[config.mk]
export PLATFORM = sky130hd
export DESIGN_NAME = frame_counter
export DESIGN_NICKNAME = d
export VERILOG_FILES = /design/src/rtl/apu_pkg.sv /design/src/rtl/frame_counter.sv
export SDC_FILE = /design/constraint.sdc
export NUM_CORES = 1
export LEC_CHECK = 0
export ABC_AREA = 1
export CAP_MARGIN = 20
export CORE_MARGIN = 1
export CORE_UTILIZATION = 49
export CTS_CLUSTER_SIZE = 30
export DETAILED_ROUTE_END_ITERATION = 10
export PLACE_DENSITY = 0.72
export SLEW_MARGIN = 10
export SYNTH_ARGS = -nofsm -noshare
export SYNTH_HDL_FRONTEND = slang
export SYNTH_SLANG_ARGS = --single-unit
export TNS_END_PERCENT = 100
[constraint.sdc]
create_clock -name apu_clk -period 1.2 [get_ports apu_clk]
set_input_delay 0.3 -clock apu_clk [delete_from_list [all_inputs] [get_ports apu_clk]]
set_output_delay 0.3 -clock apu_clk [all_outputs]
set_load 0.005 [all_outputs]
[src/rtl/apu_pkg.sv]
// Shared APU constants: frame sequencer step points and $4017 bit positions.
// Latency: n/a (constants only).
// Backpressure: n/a (constants only).
package apu_pkg;

    // Default frame sequencer step points, in apu_clk cycles from sequence start
    localparam int FC_STEP1 = 3728;
    localparam int FC_STEP2 = 7456;
    localparam int FC_STEP3 = 11185;
    localparam int FC_STEP4 = 14914;
    localparam int FC_STEP5 = 18640;
    localparam int FC_CNT_W = 15;

    // $4017 register bit positions
    localparam int FC_MODE_BIT    = 7;
    localparam int FC_INHIBIT_BIT = 6;

endpackage

[src/rtl/frame_counter.sv]
// APU frame sequencer: quarter/half-frame strobes and the frame interrupt flag.
// Latency: all outputs registered; strobes appear the cycle after cnt hits a step point.
// Backpressure: none; free-running, writes and status reads are single-cycle strobes.
//
// Ports:
//   apu_clk, rst_n       clock, async active-low reset
//   frame_wr, frame_data $4017 write strobe and data ([7] mode, [6] irq_inhibit)
//   status_rd            $4015 read strobe, clears the frame IRQ
//   qtr_clk, hlf_clk     one-cycle quarter/half frame strobes
//   frame_irq            frame interrupt flag (level)
module frame_counter
    import apu_pkg::*;
#(
    parameter int STEP1 = FC_STEP1,
    parameter int STEP2 = FC_STEP2,
    parameter int STEP3 = FC_STEP3,
    parameter int STEP4 = FC_STEP4,
    parameter int STEP5 = FC_STEP5,
    parameter int CNT_W = FC_CNT_W
) (
    input  logic       apu_clk,
    input  logic       rst_n,
    input  logic       frame_wr,
    input  logic [7:0] frame_data,
    input  logic       status_rd,
    output logic       qtr_clk,
    output logic       hlf_clk,
    output logic       frame_irq
);

    localparam logic [CNT_W-1:0] S1 = CNT_W'(STEP1);
    localparam logic [CNT_W-1:0] S2 = CNT_W'(STEP2);
    localparam logic [CNT_W-1:0] S3 = CNT_W'(STEP3);
    localparam logic [CNT_W-1:0] S4 = CNT_W'(STEP4);
    localparam logic [CNT_W-1:0] S5 = CNT_W'(STEP5);

    logic [CNT_W-1:0] cnt;
    logic [CNT_W-1:0] cnt_nxt;
    logic             mode;
    logic             inhibit;
    logic             step_qtr;
    logic             step_hlf;
    logic             step_irq;

    // Bits [5:0] of $4017 have no function in this block
    logic unused_data;
    assign unused_data = ^frame_data[5:0];

    // Step decode and wrap. The wrap point only depends on mode, and mode only
    // changes on a write that also restarts the count, so it never moves mid-sequence.
    always_comb begin
        step_qtr = 1'b0;
        step_hlf = 1'b0;
        step_irq = 1'b0;
        cnt_nxt  = cnt + 1'b1;

        if (cnt == S1 || cnt == S3) begin
            step_qtr = 1'b1;
        end
        if (cnt == S2) begin
            step_qtr = 1'b1;
            step_hlf = 1'b1;
        end
        if (cnt == S4 && !mode) begin
            step_qtr = 1'b1;
            step_hlf = 1'b1;
            step_irq = 1'b1;
        end
        if (cnt == S5 && mode) begin
            step_qtr = 1'b1;
            step_hlf = 1'b1;
        end

        if ((mode && cnt == S5) || (!mode && cnt == S4)) begin
            cnt_nxt = '0;
        end
    end

    always_ff @(posedge apu_clk or negedge rst_n) begin
        if (!rst_n) begin
            cnt       <= '0;
            mode      <= 1'b0;
            inhibit   <= 1'b0;
            qtr_clk   <= 1'b0;
            hlf_clk   <= 1'b0;
            frame_irq <= 1'b0;
        end else if (frame_wr) begin
            // A write restarts the sequence and overrides any step decode this
            // cycle; 5-step mode clocks the units immediately.
            cnt     <= '0;
            mode    <= frame_data[FC_MODE_BIT];
            inhibit <= frame_data[FC_INHIBIT_BIT];
            qtr_clk <= frame_data[FC_MODE_BIT];
            hlf_clk <= frame_data[FC_MODE_BIT];
            if (frame_data[FC_INHIBIT_BIT] || status_rd) begin
                frame_irq <= 1'b0;
            end
        end else begin
            cnt     <= cnt_nxt;
            qtr_clk <= step_qtr;
            hlf_clk <= step_hlf;
            // Setting beats a coincident status read clear
            if (step_irq && !inhibit) begin
                frame_irq <= 1'b1;
            end else if (status_rd) begin
                frame_irq <= 1'b0;
            end
        end
    end

endmodule

Yosys cells after proc, flatten, opt, wreduce, memory -nomap -nowiden
Cells that the tools add are included.

Register bits: 20. Logic and storage cells: 39. Output and inout port bits: 3. Input bits: 12.

$add $sub $neg: 1. Reductions and logical operators: 10. Muxes and demuxes: 16. Equal/unequal tests: 6.

Operators by type and width (count): == test 15 x 14 -> 1 bit, second input constant (2); 2-to-1 mux 15 bit (2); adder 15 x 1 -> 15 bit, second input constant (1); == test 15 x 12 -> 1 bit, second input constant (1); == test 15 x 13 -> 1 bit, second input constant (1); == test 15 bit, second input constant (1); 2-to-1 mux 1 bit (14); logical AND 1 bit (3); logical OR 1 bit (3); nonzero test 3 bit (1); zero test 1 bit (2); != test 2 x 1 -> 1 bit, second input constant (1); AND reduction 2 bit (1).

Depth between registers and ports, before layout
Depth in word-level cells: 7. Depth in mapped cells: 11. Depth with buffers taken out: 11.

Worst setup path before layout
OpenSTA, ideal clock, no wires.

Kind: reg2reg. Start point: register cnt[0]. End point: register cnt[12]. Setup slack: -95 ps. Cell stages (with the launch flop): 12. Arrival time: 1176 ps. Setup time: 120 ps. Clock period less this slack: 1295 ps. Required time: 1080 ps. Buffers on the path: 0. Cell sequence: dfrtp_1 -> ha_1 -> inv_1 -> nor2_4 -> nand2_4 -> clkinv_2 -> nand2_2 -> clkinv_2 -> nand2_1 -> nand2_1 -> nand2_1 -> nor2_2.

Longest elaborated chain between the ends: 5. Elaborated cells on any way between the ends: 8. Classes of those cells: add/sub: 1; eq/ne: 2; mux: 2; reduce/logical: 3.

Ends and longest elaborated chain: from (decl) (RTL line frame_counter.sv:37) `logic [CNT_W-1:0] cnt;`; from (signal assigned) (RTL line frame_counter.sv:99) `cnt <= cnt_nxt;`; branches (longest 3 deep; another with adder 15 x 1 -> 15 bit); 2-to-1 mux 15 bit (*) (RTL line frame_counter.sv:74) `if ((mode && cnt == S5) || (!mode && cnt == S4)) begin`; 2-to-1 mux 15 bit (*) (RTL line frame_counter.sv:87) `end else if (frame_wr) begin`.

Mark *: on every way between the ends. A chain may end at the register's enable or synchronous reset.

Worst setup path after layout
Start point: register cnt[1]. End point: register cnt[11].

The elaborated chain is that of the path after synthesis.

==> flow_summary.toml <==
[outcome]
status = "finished, violations left"
violations = "setup timing"

[worst_setup_path]
cp_max_fo = 5
cp.required_ns = 1.41
path_cells = "inv_2 -> ha_2 -> nand2_1 -> nor2_2 -> nand2_4 -> nand3_4 -> nor2_1"
cp_num_buf_inv = 1
crit_arrival_ns = 1.67
cp_slowest_cell = "dfrtp_2"
cpPeakStageDelay_ns = 0.48
crit_path_start_kind = "flop"
cp-end-kind = "flop"
setup.worst_path.class = "flop to flop"
cp_top_family = "simple AND/OR/NAND/NOR gates"

[power]
power.leakage_nw = 0.948
vdd_drop_max_uv = 946
power.density_mw_per_mm2 = 652
power_mw = 1.24

[sta]
tightest_slew_ns = 0.313
drv_slew = 0
finalHoldViolCount = 0
maxSlewHeadroom_pct = 79.1
layout_min_cycle_time_ns = 1.46
finalCritPeriodShare_pct = 121
fin_ws_ns = -0.258
fmax_mhz = 686
finalSetupViolations = 17
grt_setup_unrepaired = "true"
finalClockSkew_ns = 0.00129

[drt]
wl_met1_um = 1630
wl_met3_um = 219
routedWlPerCell_um = 14.9
avgViaCountPerCell = 5.22
drtIter0Drc = 60
wl_met2_um = 1980
first_pass_iters = 4
routed.top_layer = "met4"
drc = 0
wirelength_um = 3950
antenna_left = 0
vias = 1383

[floorplanning]
ios = 15
dieArea_mm2 = 0.00281
initial_core_util_pct = 51.5
coreArea_mm2 = 0.00248
die_w_um = 53.0
die_h_um = 53.0
num_rows = 18

[clock_tree]
cts_hold_buffers = 0
clk_path_buf_depth = 2
htreeDepth = 1
cts_buffers = 3
cts_root_buf = "clkbuf_4"
clk_pin_slew_worst_paths_ns = 0.11
clock_latency_ns = 0.31
cts_tree = "yes"
cts.sinks = 20

[place]
portBuffers = 8
gp_congestion = 0.925
post-dp-hpwl_um = 2510
place_ws_ns = -0.208

[finish]
n_antenna_cell = 0
fin_util_pct = 77.0
drive_gt1_share_pct = 41.7
area_delta_synth_final_pct = 49.7
nNetsFinal = 253

[global_routing]
antenna_found_initial = 0
grt_start_max_net_pins = 21
overflow = 0
grt_pass1_wl_um = 5860
first_global_vias = 1241
track_usage_pct = 29.7

[yosys]
synth_area_leaders = "dfrtp_1 39%, nand2_1 14%, nor2_1 13%"
syn-num-nets = 198
yosysTopAreaCell = "dfrtp_1"
synth.distinct_cells = 25
yosysWarningCount = 0
syn_area_mm2 = 0.00127
synth-seq-area-share_pct = 39.3
ys_seq_elements = 20
avgSynthCellArea_um2 = 7.01
synth_top_area_share_pct = 39.3
syn_inst = 182

[worst_hold_path]
hold_class = "primary input to async pin"

[flow_run]
cap_violations = 0
flip-flops by register name, indices dropped and copies added, names as in the netlist:
name	cells
mode	1
qtr_clk	1
frame_irq	1
inhibit	1
cnt	15
hlf_clk	1
stage by stage:
stage / TNS, ns / hold WS [ns] / instance area, µm² / instances
floorplan: -0.412 / 0.00441 / 1280 / 182
global placement: -2.24 / 0.498 / 1680 / 255
detailed placement: -2.86 / 0.506 / 1680 / 255
CTS: -2.80 / 0.324 / 1780 / 260
global route: -4.66 / 0.323 / 1910 / 265
finish: -3.57 / 0.320 / 1910 / 265
per-layer routing:
metal	track usage (%)	vias to the layer above
met4	10.5	0
met2	50.8	60
met3	3.45	14
met5	0	-
li1	-	664
met1	38.0	645
where the power goes:
| part | internal, mW | switching (mW) | total [mW] |
|---|---|---|---|
| Clock | 0.117 | 0.215 | 0.333 |
| Sequential | 0.692 | 0.0183 | 0.710 |
| Combinational | 0.0990 | 0.102 | 0.201 |
| Total | 0.908 | 0.336 | 1.24 |
cell usage after synthesis, drive strengths merged:
cell type  number
o22ai           1
clkinv          2
ha              4
nand4           2
xnor2           2
xor2            2
inv            26
nand3          11
buf             1
dfrtp          20
nand2          50
o21ai           4
clkbuf          1
nor2           48
nor4            1
nor3b           1
nor3            6
worst paths after layout:
kind	slack (ns)	end	cells past startpoint	startpoint
max	-0.26	cnt[11]	7	cnt[1]
min	0.32	cnt[7]	2	rst_n
max reg2reg	-0.26	cnt[11]	7	cnt[1]
min reg2reg	0.55	inhibit	2	inhibit
max in group asynchronous	0.73	cnt[1]	2	rst_n
min in group apu_clk	0.55	inhibit	2	inhibit
kinds of logic after synthesis:
logic type | after synthesis | share of synthesized area, %
compound gates | 5 | 2.06
xor+xnor | 4 | 2.75
fa+ha+maj | 4 | 3.93
buf+inv | 30 | 9.13
flops | 20 | 39.3
simple gates | 119 | 42.9
cell type report:
class	count	area, µm²
Multi-Input combinational cell	133	815
Tap cell	30	37.5
Fill cell	186	569
Sequential cell	20	503
Timing Repair Buffer	51	415
Clock buffer	3	22.5
Inverter	28	115
what timing repair did:
action / CTS / global route
gates resized for setup: 22 / 32
buffers inserted: 1 / 5
gates cloned: 1 / 0
endpoints found under the setup margin: 19 / 21
pin swaps: 3 / 14
worst register-to-register path: stages (launching register included):
cell,delay [ns]
dfrtp_2,0.48
inv_2,0.08
ha_2,0.18
nand2_1,0.09
nor2_2,0.20
nand2_4,0.11
nand3_4,0.15
nor2_1,0.06
cell usage in the layout (no fill, tap or decap), drive strengths merged:
cell type,count
buf,43
clkbuf,6
clkdlybuf4s50,5
clkinv,2
dfrtp,20
ha,4
inv,26
nand2,50
nand3,12
nand4,2
nor2,48
nor3,6
nor3b,1
nor4,1
o21ai,4
o22ai,1
xnor2,2
xor2,2
Power figures use the tool's default switching activity.
